--- config.mk ---
export PLATFORM = sky130hd
export DESIGN_NAME = m_sequence_rx
export DESIGN_NICKNAME = d
export VERILOG_FILES = /design/src/rtl/m_seq_pkg.sv /design/src/rtl/m_seq_chip_slicer.sv /design/src/rtl/m_sequence_rx.sv
export SDC_FILE = /design/constraint.sdc
export NUM_CORES = 1
export LEC_CHECK = 0
export ABC_AREA = 1
export CORE_MARGIN = 1.5
export CORE_UTILIZATION = 40
export CTS_CLUSTER_DIAMETER = 120
export DETAILED_ROUTE_END_ITERATION = 16
export GPL_ROUTABILITY_DRIVEN = 0
export PLACE_DENSITY = 0.66
export REMOVE_ABC_BUFFERS = 1
export SYNTH_ARGS = -nofsm -noshare
export SYNTH_HDL_FRONTEND = slang
export SYNTH_HIERARCHICAL = 1
export SYNTH_SLANG_ARGS = --single-unit
--- constraint.sdc ---
create_clock -name clkin -period 2.2 [get_ports clkin]
set_clock_uncertainty 0.2 [all_clocks]
set_input_delay 0.33 -clock clkin [delete_from_list [all_inputs] [get_ports clkin]]
set_output_delay 0.33 -clock clkin [all_outputs]
set_load 0.005 [all_outputs]
--- src/rtl/m_seq_pkg.sv ---
`default_nettype none
// +----------------------------------------------------------------------+
// | Module  : m_seq_pkg                                                  |
// | Purpose : Types and default constants shared by the m-sequence       |
// |           receiver and its matching generator.                       |
// | Revision: 1.0  initial release                                       |
// +----------------------------------------------------------------------+
package m_seq_pkg;

   // Receiver acquisition states
   typedef enum logic [1:0] {
      ST_IDLE   = 2'd0,
      ST_FILL   = 2'd1,
      ST_VERIFY = 2'd2,
      ST_LOCK   = 2'd3
   } state_t;

   // x^6 + x + 1, feedback taps without the leading "1"
   localparam logic [5:0] DEFAULT_POLYNOME = 6'b000011;
   // Sequence length in chips for the default polynomial
   localparam int         DEFAULT_N        = 63;

endpackage : m_seq_pkg
`default_nettype wire

--- src/rtl/m_seq_chip_slicer.sv ---
`default_nettype none
// +----------------------------------------------------------------------+
// | Module  : m_seq_chip_slicer                                          |
// | Purpose : Cuts the oversampled input into HOLD-cycle windows and     |
// |           decides each chip by majority vote.                        |
// | Ports   : clkin          - clock                                     |
// |           rst            - asynchronous active-high reset            |
// |           valid_i        - stream present; low restarts the window   |
// |           din            - oversampled chip stream                   |
// |           chip_o         - last decided chip (held while idle)       |
// |           chip_strobe_o  - one-cycle pulse when chip_o updates       |
// | Revision: 1.0  initial release                                       |
// +----------------------------------------------------------------------+
module m_seq_chip_slicer #(
   parameter int HOLD = 3
) (
   input  logic clkin,
   input  logic rst,
   input  logic valid_i,
   input  logic din,
   output logic chip_o,
   output logic chip_strobe_o
);

   localparam int C_CNT_W = $clog2(HOLD + 1);

   logic [C_CNT_W-1:0] cnt_q, cnt_d;
   logic [C_CNT_W-1:0] ones_q, ones_d;
   logic               chip_q, chip_d;
   logic               strobe_q, strobe_d;
   logic [C_CNT_W-1:0] w_ones_total;

   always_comb begin
      // Include the current sample so the decision lands on the last cycle
      w_ones_total = ones_q + C_CNT_W'(din);
      cnt_d        = cnt_q;
      ones_d       = ones_q;
      chip_d       = chip_q;
      strobe_d     = 1'b0;
      if (!valid_i) begin
         // Window restarts on the first valid cycle; chip keeps last value
         cnt_d  = '0;
         ones_d = '0;
      end else if (cnt_q == C_CNT_W'(HOLD - 1)) begin
         cnt_d    = '0;
         ones_d   = '0;
         chip_d   = (w_ones_total > C_CNT_W'(HOLD / 2));
         strobe_d = 1'b1;
      end else begin
         cnt_d  = cnt_q + C_CNT_W'(1);
         ones_d = w_ones_total;
      end
   end

   always_ff @(posedge clkin or posedge rst) begin
      if (rst) begin
         cnt_q    <= '0;
         ones_q   <= '0;
         chip_q   <= 1'b0;
         strobe_q <= 1'b0;
      end else begin
         cnt_q    <= cnt_d;
         ones_q   <= ones_d;
         chip_q   <= chip_d;
         strobe_q <= strobe_d;
      end
   end

   assign chip_o        = chip_q;
   assign chip_strobe_o = strobe_q;

endmodule : m_seq_chip_slicer
`default_nettype wire

--- src/rtl/m_sequence_rx.sv ---
`default_nettype none
// +----------------------------------------------------------------------+
// | Module  : m_sequence_rx                                              |
// | Purpose : Acquires and tracks an m-sequence: fills an LFSR window    |
// |           from received chips, verifies predictions, then            |
// |           flywheels on the local LFSR while locked.                  |
// | Ports   : clkin          - clock                                     |
// |           rst            - asynchronous active-high reset            |
// |           valid_i        - incoming chip stream present              |
// |           din            - received chips, each held HOLD cycles     |
// |           chip_o         - majority-decided chip                     |
// |           chip_strobe_o  - pulse when chip_o updates                 |
// |           lock_o         - high while locked                         |
// |           phase_o        - current LFSR window                       |
// |           err_o          - pulse on a misprediction (VERIFY/LOCK)    |
// | Revision: 1.0  initial release                                       |
// +----------------------------------------------------------------------+
module m_sequence_rx
   import m_seq_pkg::*;
#(
   parameter int                N        = DEFAULT_N,
   parameter int                LENGTH   = $clog2(N),
   parameter logic [LENGTH-1:0] POLYNOME = LENGTH'(DEFAULT_POLYNOME),
   parameter int                HOLD     = 3,
   parameter int                CONFIRM  = 8,
   parameter int                ERR_MAX  = 3
) (
   input  logic              clkin,
   input  logic              rst,
   input  logic              valid_i,
   input  logic              din,
   output logic              chip_o,
   output logic              chip_strobe_o,
   output logic              lock_o,
   output logic [LENGTH-1:0] phase_o,
   output logic              err_o
);

   localparam int C_FILL_W  = $clog2(LENGTH + 1);
   localparam int C_MATCH_W = $clog2(CONFIRM + 1);
   localparam int C_ERR_W   = $clog2(ERR_MAX + 1);

   state_t                 state_q, state_d;
   logic [LENGTH-1:0]      r_q, r_d;
   logic [C_FILL_W-1:0]    fill_q, fill_d;
   logic [C_MATCH_W-1:0]   match_q, match_d;
   logic [C_ERR_W-1:0]     errc_q, errc_d;
   logic                   err_q, err_d;
   logic                   w_pred;
   logic [LENGTH-1:0]      w_r_rx;

   m_seq_chip_slicer #(
      .HOLD (HOLD)
   ) u_slicer (
      .clkin         (clkin),
      .rst           (rst),
      .valid_i       (valid_i),
      .din           (din),
      .chip_o        (chip_o),
      .chip_strobe_o (chip_strobe_o)
   );

   always_comb begin
      w_pred  = ^(POLYNOME & r_q);
      w_r_rx  = {chip_o, r_q[LENGTH-1:1]};
      state_d = state_q;
      r_d     = r_q;
      fill_d  = fill_q;
      match_d = match_q;
      errc_d  = errc_q;
      err_d   = 1'b0;
      if (!valid_i) begin
         state_d = ST_IDLE;
         fill_d  = '0;
         match_d = '0;
         errc_d  = '0;
      end else begin
         case (state_q)
            ST_IDLE: begin
               state_d = ST_FILL;
               fill_d  = '0;
            end
            ST_FILL: begin
               if (chip_strobe_o) begin
                  r_d = w_r_rx;
                  if (fill_q == C_FILL_W'(LENGTH - 1)) begin
                     fill_d = '0;
                     // All-zero window is the LFSR lock-up state: refill
                     if (w_r_rx != '0) begin
                        state_d = ST_VERIFY;
                        match_d = '0;
                     end
                  end else begin
                     fill_d = fill_q + C_FILL_W'(1);
                  end
               end
            end
            ST_VERIFY: begin
               if (chip_strobe_o) begin
                  r_d = w_r_rx;
                  if (chip_o == w_pred) begin
                     if (match_q == C_MATCH_W'(CONFIRM - 1)) begin
                        state_d = ST_LOCK;
                        match_d = '0;
                        errc_d  = '0;
                     end else begin
                        match_d = match_q + C_MATCH_W'(1);
                     end
                  end else begin
                     err_d   = 1'b1;
                     state_d = ST_FILL;
                     fill_d  = '0;
                     match_d = '0;
                  end
               end
            end
            ST_LOCK: begin
               if (chip_strobe_o) begin
                  // Flywheel: the local prediction drives the window
                  r_d = {w_pred, r_q[LENGTH-1:1]};
                  if (chip_o != w_pred) begin
                     err_d = 1'b1;
                     if (errc_q == C_ERR_W'(ERR_MAX - 1)) begin
                        state_d = ST_FILL;
                        fill_d  = '0;
                        errc_d  = '0;
                     end else begin
                        errc_d = errc_q + C_ERR_W'(1);
                     end
                  end else begin
                     errc_d = '0;
                  end
               end
            end
            default: state_d = ST_IDLE;
         endcase
      end
   end

   always_ff @(posedge clkin or posedge rst) begin
      if (rst) begin
         state_q <= ST_IDLE;
         r_q     <= '0;
         fill_q  <= '0;
         match_q <= '0;
         errc_q  <= '0;
         err_q   <= 1'b0;
      end else begin
         state_q <= state_d;
         r_q     <= r_d;
         fill_q  <= fill_d;
         match_q <= match_d;
         errc_q  <= errc_d;
         err_q   <= err_d;
      end
   end

   assign lock_o  = (state_q == ST_LOCK);
   assign phase_o = r_q;
   assign err_o   = err_q;

endmodule : m_sequence_rx
`default_nettype wire

==> results of run 1 <==
==> synth_stat cells (2+ instances only) <==
cell type  number
a21oi_2         2
nand2_2         4
ha_1            6
nand2_1        45
nand3_2         5
nand3_1         8
nor3_1          3
dfrtp_1        24
o21ai_0        10
inv_1          24
nor2_4          3
inv_2           7
nor2_1         20
a21oi_1         4
o21ai_1         7
==> state kept, by name, summed over array words and instances, names as in the netlist <==
register / flops
state_q: 2
phase_o: 6
fill_q: 3
u_slicer/chip_strobe_o: 1
match_q: 4
errc_q: 2
u_slicer/ones_q: 2
u_slicer/chip_o: 1
err_o: 1
u_slicer/cnt_q: 2
==> logic make-up (layout without fill, tap and decap cells) <==
family                   after synthesis  in the layout
adder cells (fa/ha/maj)                6              6
AND/OR/NAND/NOR                       94             94
AO/OA/AOI/OAI                         25             25
buffers and inverters                 32             49
flip-flops                            24             24
XOR/XNOR                               1              1
==> cells in the final DEF, fill, tap and decap left out, types with 2 or more instances in the layout <==
| master | instances |
|---|---|
| nor3_1 | 3 |
| nand2_2 | 4 |
| nor2_4 | 3 |
| nor2_1 | 20 |
| clkbuf_4 | 3 |
| nand3_2 | 5 |
| inv_1 | 24 |
| a21oi_1 | 4 |
| o21ai_1 | 7 |
| inv_2 | 7 |
| dfrtp_1 | 24 |
| nand3_1 | 8 |
| a21oi_2 | 2 |
| clkdlybuf4s50_1 | 13 |
| o21ai_0 | 10 |
| nand2_1 | 45 |
| ha_1 | 5 |
==> what timing repair did <==
action,4_1_cts,5_1_grt
setup buffers,0,0
gates resized for setup,0,1
setup endpoints to repair,0,1
endpoints found under the hold margin,0,0
==> how the worst min path moves through the flow <==
stage	endpoint	slack, ns	cells after the start
after detailed placement	u_slicer/cnt_q[0]$_DFF_PP0_	0.25	1
after CTS	u_slicer/ones_q[1]$_DFF_PP0_	0.04	2
after global routing	u_slicer/ones_q[1]$_DFF_PP0_	0.06	2
after global placement	u_slicer/cnt_q[0]$_DFF_PP0_	0.25	1
final	u_slicer/ones_q[1]$_DFF_PP0_	0.03	2
after floorplan	u_slicer/chip_o$_DFFE_PP0P_	-0.08	1
==> metrics by stage <==
stage | hold WS, ns | total power [W] | instances | util [%] | cell area (um^2)
3_3_place_gp | 0.246 | 0.00133 | 241 | 47.7 | 1600
4_1_cts | 0.0365 | 0.00166 | 245 | 49.2 | 1660
6_report | 0.0336 | 0.00164 | 245 | 49.3 | 1660
3_5_place_dp | 0.248 | 0.00133 | 241 | 47.7 | 1600
5_1_grt | 0.0604 | 0.00178 | 245 | 49.3 | 1660
2_1_floorplan | -0.0790 | 0.00110 | 181 | - | 1410
==> routing by layer <==
| metal | up-vias | track usage [%] |
|---|---|---|
| met2 | 10 | 23.4 |
| met5 | - | 0 |
| li1 | 603 | - |
| met3 | 2 | 1.62 |
| met1 | 499 | 18.4 |
| met4 | 0 | 6.67 |
==> power by group <==
part           switching [W]  internal (W)  leakage, nW  total, W
Sequential         0.0000987      0.000534        0.316  0.000633
Combinational       0.000387      0.000294        0.461  0.000681
Clock               0.000138      0.000184       0.0279  0.000322
==> worst reg2reg max path, cell delays in order (launching register included) <==
cell	delay (ns)
dfrtp_1	0.42
inv_1	0.08
ha_1	0.30
nor2_1	0.05
o21ai_1	0.52
nor2_1	0.11
a21oi_1	0.14
==> final cells by class <==
| cell class | count | area, um^2 |
|---|---|---|
| fill | 350 | 1710 |
| inverter | 31 | 116 |
| clock buffer | 3 | 22.5 |
| clock inverter | 1 | 30.0 |
| multi-input combinational | 126 | 693 |
| tap | 46 | 57.6 |
| timing repair buffer | 14 | 138 |
| sequential | 24 | 601 |
==> impl_metrics.csv, run 1 <==
group,metric,value,unit
critical_path,r2r_end,"phase_o[5]$_DFFE_PP0P_",
critical_path,start_kind,"flop",
global_routing,grt_overflow_total,0,
detailed_routing,routed_wl,2.40,mm
detailed_routing,drc,0,
clocking,cts_sinks,24,
place,pre_cts_slack,0.145,ns
sta,rsz0062_at_grt,"false",
flow_run,cap_violations,0,
floorplanning,dieHeight,62.4,um
clocking,cts_max_path_buffers,2,
critical_path,critPathMaxStageDelay,0.53,ns
logic_synthesis,synth_edf_count,0,
sta,finalHoldViolCount,0,
clocking,numCtsBuffers,3,
detailed_routing,wl_met2,1.10,mm
sta,tns,0,ns
floorplanning,core,0.00336,mm^2
critical_path,path_class,"flop to output port",
logic_synthesis,ys_types,25,
critical_path,cp.arrival,1.53,ns
logic_synthesis,synth.ff_latch_count,24,
detailed_routing,vias,1114,
sta,clock.fmax,0.485,GHz
detailed_routing,ant_nets,0,
detailed_routing,wl_met1,1.23,mm
place,portBuffers,13,
detailed_routing,top_layer,"met4",
critical_path,worst-path-buf-inv,1,
detailed_routing,post_drt_wl_per_cell,9.78,um
floorplanning,ios,14,
run_status,outcome,"finished clean",
global_routing,grt_pass1_wl,4.44,mm
final_layout,drive_gt1_share,15.1,%
critical_path,endpoint,"lock_o",
critical_path,endpoint_kind,"output port",
critical_path,ff2ff_setup_slack,0.32,ns
logic_synthesis,yosys-top-cells-area,"dfrtp_1 (43%), nand2_1 (12%), inv_1 (6.4%)",
critical_path,timing.rr.start,"state_q[0]$_DFFE_PP0P_",
logic_synthesis,syn_area_per_cell,7.76,um^2
clocking,root_buffer,"clkbuf_4",
critical_path,path_depth,2,
logic_synthesis,syn_inst,182,
global_routing,first_global_vias,1080,
critical_path,crit_start,"state_q[1]$_DFFE_PP0P_",
clocking,htreeDepth,1,
logic_synthesis,yosysSeqAreaShare,42.5,%
clocking,clock_latency,0.32,ns
sta,timing.final.crit_period,2.06,ns
global_routing,grt_max_degree,19,
power_and_ir_drop,vdd_drop_max,0.472,mV
logic_synthesis,synthMuxAreaShare,0,%
sta,finalWorstSetupSlack,0.138,ns
floorplanning,die-area,0.00390,mm^2
global_routing,antenna_found_initial,0,
critical_path,crit_chain,"ha_2 > clkdlybuf4s50_1",
logic_synthesis,synth_top_family_by_area,"simple AND/OR/NAND/NOR gates",
floorplanning,initial_core_util,42.0,%
detailed_routing,via_per_inst,4.55,
logic_synthesis,yosys.area_share.adder,5.31,%
detailed_routing,drt_iter0_drc,54,
detailed_routing,firstDrtPassIters,4,
critical_path,cp_max_fo,7,
final_layout,areaGrowthSynthToFinish,17.4,%
logic_synthesis,yosysTopAreaCell,"dfrtp_1",
critical_path,cpMaxStageDelayCell,"clkdlybuf4s50_1",
clocking,cts.clk_slew.worst_paths,0.14,ns
place,dpl.hpwl,1.90,mm
clocking,cts_tree,"done",
sta,timing.final.crit_share,93.7,%
critical_path,critical_path.top_delay_family,"buffers and inverters",
floorplanning,rows,21,
logic_synthesis,yosys.area.top_type_share,42.5,%
logic_synthesis,async_reset_ff_share,100,%
critical_path,r2r_cells,6,
final_layout,finalNetCount,210,
sta,worstMarginPinSlew,0.657,ns
detailed_routing,wl_met3,42,um
global_routing,grtUsageTotal,14.1,%
logic_synthesis,synth-xor-area-share,0.620,%
logic_synthesis,post_synth_and_or_nand_nor_area_fraction,33.1,%
logic_synthesis,synth_compound_area_share,9.83,%
logic_synthesis,ys.flop_type,"dfrtp_1",
sta,slew_headroom,55.9,%
power_and_ir_drop,leakage,0.805,nW
logic_synthesis,syn_area,0.00141,mm^2
final_layout,n_antenna_cell,0,
clocking,holdBufCountCts,0,
power_and_ir_drop,power.density,987,mW/mm^2
critical_path,cp_data_required_time,1.67,ns
sta,setup_viol,0,
hold_path,hold_class,"input pin to async pin",
logic_synthesis,yosysWarnings,6,
sta,maxSlewViolCount,0,
floorplanning,die_w,62.4,um
No activity file was read; power rests on OpenSTA's default activity.
==> run 2: changes to the inputs <==
SETUP_SLACK_MARGIN = 0.5   (was default)
SYNTH_HIERARCHICAL = default   (was 1)
==> run 2 against run 1 <==
  * Power up 16%
  * Routed wire length up 38%
  * Flip-flop and latch count unchanged
  * Critical path depth up 7
  * Sequential power down 7.6%
  * Register-to-register slack better by 0.15 ns
  * Setup slack better by 0.33 ns
  * Synthesized cell count up 0.55%
  * Highest routed layer unchanged
==> impl_metrics.csv, run 2 <==
group,metric,value,unit
final_layout,layout_commonest_cell,"nand2_1",
power_and_ir_drop,p_int,0.00108,W
critical_path,timing.rr.start,"state_q[0]$_DFFE_PP0P_",
critical_path,r2r_cells,9,
power_and_ir_drop,combPwrFrac,56.7,%
logic_synthesis,async_reset_ff_share,100,%
floorplanning,ios,14,
global_routing,antenna_found_initial,0,
clocking,htreeDepth,1,
clocking,cts_tree,"done",
power_and_ir_drop,seqPwrFrac,30.7,%
critical_path,endpoint,"state_q[0]$_DFFE_PP0P_",
critical_path,cp_data_required_time,2.27,ns
detailed_routing,drt_iter0_drc,42,
critical_path,cp_max_fo,4,
run_status,outcome,"finished clean",
clocking,cts_sinks,24,
power_and_ir_drop,vdd_drop_max,0.496,mV
sta,maxSlewViolCount,0,
logic_synthesis,yosysTopAreaCell,"dfrtp_1",
sta,finalHoldViolCount,0,
final_layout,drive_gt1_share,37.0,%
detailed_routing,firstDrtPassIters,4,
logic_synthesis,yosys-top-cells-area,"dfrtp_1 (42%), nand2_1 (11%), ha_1 (6.1%)",
sta,timing.final.crit_period,1.73,ns
global_routing,grt_overflow_total,0,
detailed_routing,ant_nets,0,
power_and_ir_drop,p_total,0.00191,W
sta,rsz0062_at_grt,"true",
hold_path,hold_class,"input pin to async pin",
global_routing,grtUsageTotal,16.2,%
power_and_ir_drop,clockPowerShare,12.7,%
clocking,clock_latency,0.32,ns
flow_run,cap_violations,0,
critical_path,crit_start,"state_q[0]$_DFFE_PP0P_",
final_layout,n_antenna_cell,0,
logic_synthesis,synth.ff_latch_count,24,
critical_path,critical_path.top_delay_family,"simple AND/OR/NAND/NOR gates",
clocking,holdBufCountCts,0,
detailed_routing,post_drt_wl_per_cell,12.6,um
floorplanning,core,0.00339,mm^2
detailed_routing,routed_wl,3.31,mm
clocking,numCtsBuffers,3,
power_and_ir_drop,switchingPower,0.000827,W
global_routing,grt_pass1_wl,5.11,mm
final_layout,largest_register_ff_count,6,
logic_synthesis,syn_area_per_cell,7.83,um^2
place,portBuffers,13,
sta,clock.fmax,0.577,GHz
power_and_ir_drop,power.density,975,mW/mm^2
critical_path,cpMaxStageDelayCell,"dfrtp_2",
sta,slew_headroom,66.1,%
critical_path,ff2ff_setup_slack,0.47,ns
detailed_routing,drc,0,
place,dpl.hpwl,2.07,mm
critical_path,cp.arrival,1.80,ns
clocking,root_buffer,"clkbuf_4",
final_layout,areaGrowthSynthToFinish,36.5,%
power_and_ir_drop,leakage,1.01,nW
sta,timing.final.crit_share,78.8,%
clocking,cts.clk_slew.worst_paths,0.14,ns
logic_synthesis,synth_common_cells,"nand2_1 (42), dfrtp_1 (24), inv_1 (22), nor2_1 (20), nand3_1 (17)",
critical_path,critPathMaxStageDelay,0.44,ns
logic_synthesis,ys_types,25,
logic_synthesis,yosysSeqAreaShare,41.9,%
critical_path,crit_chain,"buf_6 > ha_4 > inv_4 > nand2_4 > o21ai_4 > nand3_2 > nor2_4 > nand3_1 > nand2_1",
logic_synthesis,syn_inst,183,
logic_synthesis,yosysMostFrequentCell,"nand2_1",
critical_path,path_depth,9,
global_routing,grt_max_degree,25,
critical_path,endpoint_kind,"flop",
logic_synthesis,yosysWarnings,0,
power_and_ir_drop,swShare,43.4,%
sta,setup_viol,0,
critical_path,worst-path-buf-inv,2,
critical_path,start_kind,"flop",
sta,worstMarginPinSlew,0.508,ns
detailed_routing,via_per_inst,4.83,
logic_synthesis,syn_area,0.00143,mm^2
floorplanning,rows,21,
logic_synthesis,synth_edf_count,0,
clocking,cts_max_path_buffers,2,
floorplanning,initial_core_util,42.3,%
floorplanning,die-area,0.00395,mm^2
logic_synthesis,yosys.area.top_type_share,41.9,%
floorplanning,die_w,62.8,um
final_layout,final_cell_mix,"nand2_1 (35), dfrtp_1 (22), nor2_1 (16)",
sta,tns,0,ns
final_layout,postLayoutCoreUtil,57.7,%
global_routing,first_global_vias,1131,
final_layout,finalNetCount,228,
floorplanning,dieHeight,62.8,um
critical_path,path_class,"flop to flop",
detailed_routing,vias,1265,
critical_path,r2r_end,"state_q[0]$_DFFE_PP0P_",
logic_synthesis,ys.flop_type,"dfrtp_1",
==> run 2: changes by cell type after synthesis, sizes merged, moves of 2 or more <==
| cell | change |
|---|---|
| nand3 | +8 |
| a21oi | -2 |
| nor3 | -2 |
| o21ai | -4 |
| inv | -3 |
==> run 2: worst min-delay path: stages <==
cell and delay [ns]:
clkdlybuf4s50_1 0.39, inv_1 0.05, buf_4 0.30
==> run 2: power groups by stage <==
stage	Sequential [W]	Combinational, W	Clock, W
2_1_floorplan	0.000611	0.000487	0
5_1_grt	0.000596	0.00117	0.000259
4_1_cts	0.000581	0.000860	0.000242
3_3_place_gp	0.000631	0.000693	0
3_5_place_dp	0.000628	0.000698	0
6_report	0.000585	0.00108	0.000241
==> run 2: cell type report <==
type | instances | area, um^2
fill | 295 | 1430
inverter | 28 | 120
sequential | 24 | 603
timing repair buffer | 30 | 259
multi-input combinational | 130 | 880
tap | 46 | 57.6
clock buffer | 4 | 36.3
==> run 2: worst min path at each step <==
stage | start | to | slack, ns | cells after the start
3_5_place_dp | u_slicer.cnt_q[0]$_DFF_PP0_ | u_slicer.cnt_q[0]$_DFF_PP0_ | 0.23 | 1
6_report | rst | fill_q[0]$_DFFE_PP0P_ | 0.13 | 3
5_1_grt | rst | u_slicer.ones_q[0]$_DFF_PP0_ | 0.16 | 3
3_3_place_gp | u_slicer.cnt_q[0]$_DFF_PP0_ | u_slicer.cnt_q[0]$_DFF_PP0_ | 0.23 | 1
2_1_floorplan | rst | err_o$_DFF_PP0_ | 0.14 | 1
4_1_cts | rst | u_slicer.ones_q[0]$_DFF_PP0_ | 0.14 | 3
==> run 2: kinds of logic after synthesis <==
kind of cell | synth area share, %
xor+xnor | 1.83
fa+ha+maj | 6.11
buf+inv | 8.21
flops | 41.9
compound gates | 7.77
simple gates | 33.4
mux | 0.699
==> run 2: stage by stage <==
step / setup WS [ns] / instances / hold WS [ns] / instance area [um^2]
3_3_place_gp: 0.204 / 241 / 0.226 / 1620
3_5_place_dp: 0.185 / 241 / 0.229 / 1620
5_1_grt: 0.399 / 262 / 0.162 / 1960
6_report: 0.467 / 262 / 0.134 / 1960
2_1_floorplan: 0.589 / 181 / 0.145 / 1420
4_1_cts: 0.457 / 258 / 0.144 / 1800
==> run 2: repair_timing <==
item | CTS | global route
endpoints found under the setup margin | 26 | 19
gates cloned | 0 | 1
gates resized for setup | 32 | 41
buffers inserted | 13 | 3
pin swaps | 6 | 18
==> run 2: layer usage <==
layer	track usage [%]	up-vias	part of all wire, %
li1	-	647	-
met1	22.0	582	46
met2	26.7	24	48
met3	2.16	12	3.1
met4	5.00	0	3.1
met5	0	-	0
==> run 3: changes to the inputs <==
PLACE_DENSITY = 0.69   (was 0.66)
clock period = 1.5 ns   (was 2.2 ns; I/O delays follow)
==> run 3 against run 2 <==
  * The flow now finishes with violations (negative setup slack)
  * Die area is the same
  * Via count grew 12%
  * Worst hold slack lost 0.12 ns
  * Clock power grew 100%
  * Fmax shrank 1.8%
  * Setup slack lost 0.73 ns
  * Combinational power grew 74%
  * Power grew 69%
  * Global-route usage grew 4.4 points
  * First-iteration DRC count grew 9.5%
  * Sequential share of layout area shrank 4.3 points
  * Critical path type unchanged
  * Critical endpoint is now state_q[1]$_DFFE_PP0P_
  * Highest routed layer unchanged
==> impl_metrics.csv, run 3 (same netlist as run 2, synthesis figures left out) <==
group,metric,value,unit
floorplanning,die_w,62.8,um
global_routing,use_met2,35.3,%
detailed_routing,vias,1415,
clocking,numCtsBuffers,3,
clocking,cts_sinks,24,
critical_path,crit_path_frequent_cell,"nand3_2",
final_layout,final.fill_count,237,
critical_path,cp.arrival,1.84,ns
global_routing,grt_overflow_total,0,
critical_path,crit_chain,"buf_4 > ha_4 > buf_6 > o21ai_4 > nand3_2 > nor2_4 > nand3_2 > nand2_1",
final_layout,final_area,0.00226,mm^2
sta,setup_viol,19,
floorplanning,dieHeight,62.8,um
floorplanning,rows,21,
final_layout,largest_register_ff_count,6,
hold_path,hold_class,"input pin to async pin",
global_routing,first_global_vias,1383,
run_status,outcome,"finished, violations left",
sta,maxSlewViolCount,0,
sta,slew_headroom,79.3,%
clocking,holdBufCountCts,0,
floorplanning,ios,14,
detailed_routing,ant_nets,0,
detailed_routing,routed_wl,4.37,mm
power_and_ir_drop,power.density,1420,mW/mm^2
global_routing,grt_max_degree,25,
flow_run,cap_violations,0,
global_routing,antenna_found_initial,0,
clocking,root_buffer,"clkbuf_4",
floorplanning,die-area,0.00395,mm^2
detailed_routing,via_per_inst,4.90,
power_and_ir_drop,vdd_drop_max,0.960,mV
detailed_routing,drc,0,
clocking,cts.clk_slew.worst_paths,0.15,ns
sta,finalWorstSetupSlack,-0.264,ns
place,dpl.hpwl,2.10,mm
critical_path,cp_max_fo,4,
place,portBuffers,13,
critical_path,cp_data_required_time,1.58,ns
run_status,violations,"negative setup slack",
critical_path,critPathMaxStageDelay,0.43,ns
global_routing,grtUsageTotal,20.6,%
sta,timing.final.crit_period,1.76,ns
critical_path,start_kind,"flop",
sta,clock.fmax,0.567,GHz
power_and_ir_drop,leakage,1.13,nW
global_routing,busiest_layer,"met2",
sta,worstMarginPinSlew,0.311,ns
detailed_routing,firstDrtPassIters,4,
detailed_routing,post_drt_wl_per_cell,15.1,um
final_layout,layout_commonest_cell,"nand2_1",
final_layout,finalNetCount,255,
final_layout,areaGrowthSynthToFinish,57.8,%
global_routing,grt_pass1_wl,6.31,mm
clocking,clock_latency,0.33,ns
critical_path,endpoint_kind,"flop",
final_layout,n_antenna_cell,0,
clocking,cts_max_path_buffers,2,
sta,whs,0.0141,ns
clocking,cts_tree,"done",
floorplanning,initial_core_util,42.3,%
final_layout,drive_gt1_share,52.7,%
critical_path,cpMaxStageDelayCell,"dfrtp_1",
sta,rsz0062_at_grt,"true",
sta,finalHoldViolCount,0,
clocking,htreeDepth,1,
floorplanning,core,0.00339,mm^2
sta,timing.final.crit_share,118,%
detailed_routing,drt_iter0_drc,46,
global_routing,gr-usage-met1,26.0,%
global_routing,grtUsageMet3,2.70,%
place,placed_area,0.00175,mm^2
critical_path,path_class,"flop to flop",
final_layout,final_cell_mix,"nand2_1 (32), buf_4 (31), dfrtp_1 (24)",
run 3: cell types whose count changed in the layout (fill, tap and decap cells not counted), moves of 4 or more:
| cell | previous run | this run |
|---|---|---|
| buf_2 | 1 | 8 |
| dlygate4sd2_1 | 8 | 1 |
| buf_6 | 3 | 14 |
| nand3_1 | 13 | 9 |
| buf_4 | 14 | 31 |
run 3: power breakdown:
part	internal [W]	total [W]	switching, W
registers	0.000769	0.000849	0.0000803
logic	0.000803	0.00188	0.00107
clock network	0.000270	0.000490	0.000220
run 3: cell type report:
cell class | instances | area (um^2) | area share (%)
tap | 46 | 57.6 | 2.55
sequential | 24 | 601 | 26.6
clock inverter | 1 | 30.0 | 1.33
multi-input combinational | 130 | 966 | 42.7
clock buffer | 3 | 22.5 | 0.996
timing repair buffer | 57 | 464 | 20.5
inverter | 28 | 120 | 5.31
run 3: routing by layer:
metal  wire [um]  share of wire [%]
met1        1810                 41
met2        2300                 53
met3         147                3.4
met4         111                2.5
met5           0                  0
run 3: metrics by stage:
step / TNS [ns] / std cells / power (W) / util [%] / setup WS (ns)
3_3_place_gp: -4.56 / 259 / 0.00204 / 51.6 / -0.303
5_1_grt: -4.62 / 289 / 0.00339 / 66.7 / -0.308
3_5_place_dp: -5.01 / 259 / 0.00206 / 51.6 / -0.308
6_report: -3.91 / 289 / 0.00322 / 66.7 / -0.264
4_1_cts: -2.22 / 286 / 0.00292 / 63.0 / -0.162
2_1_floorplan: -1.03 / 181 / 0.00161 / - / -0.111
run 3: path summary, 6_finish.rpt:
path | startpoint | to | slack [ns] | depth (start not counted)
hold / removal | rst | phase_o[0]$_DFFE_PP0P_ | 0.01 | 3
min in group clkin | u_slicer.cnt_q[0]$_DFF_PP0_ | u_slicer.cnt_q[0]$_DFF_PP0_ | 0.27 | 1
setup reg to reg | state_q[0]$_DFFE_PP0P_ | state_q[1]$_DFFE_PP0P_ | -0.26 | 8
setup / recovery | state_q[0]$_DFFE_PP0P_ | state_q[1]$_DFFE_PP0P_ | -0.26 | 8
hold reg to reg | u_slicer.cnt_q[0]$_DFF_PP0_ | u_slicer.cnt_q[0]$_DFF_PP0_ | 0.27 | 1
max in group asynchronous | rst | errc_q[0]$_DFFE_PP0P_ | 0.85 | 3
run 3: timing repair:
| action | 4_1_cts | 5_1_grt |
|---|---|---|
| buffers inserted | 22 | 3 |
| setup endpoints to repair | 34 | 32 |
| gates cloned | 1 | 0 |
| gates resized for setup | 98 | 30 |
| pin swaps | 24 | 10 |
run 3: worst max-delay path, delay by kind of cell, from the launching register on:
| kind | cells | cell delay [ns] |
|---|---|---|
| buffers and inverters | 2 | 0.28 |
| flip-flops | 1 | 0.43 |
| AO/OA/AOI/OAI | 1 | 0.18 |
| adder cells (fa/ha/maj) | 1 | 0.16 |
| AND/OR/NAND/NOR | 4 | 0.44 |
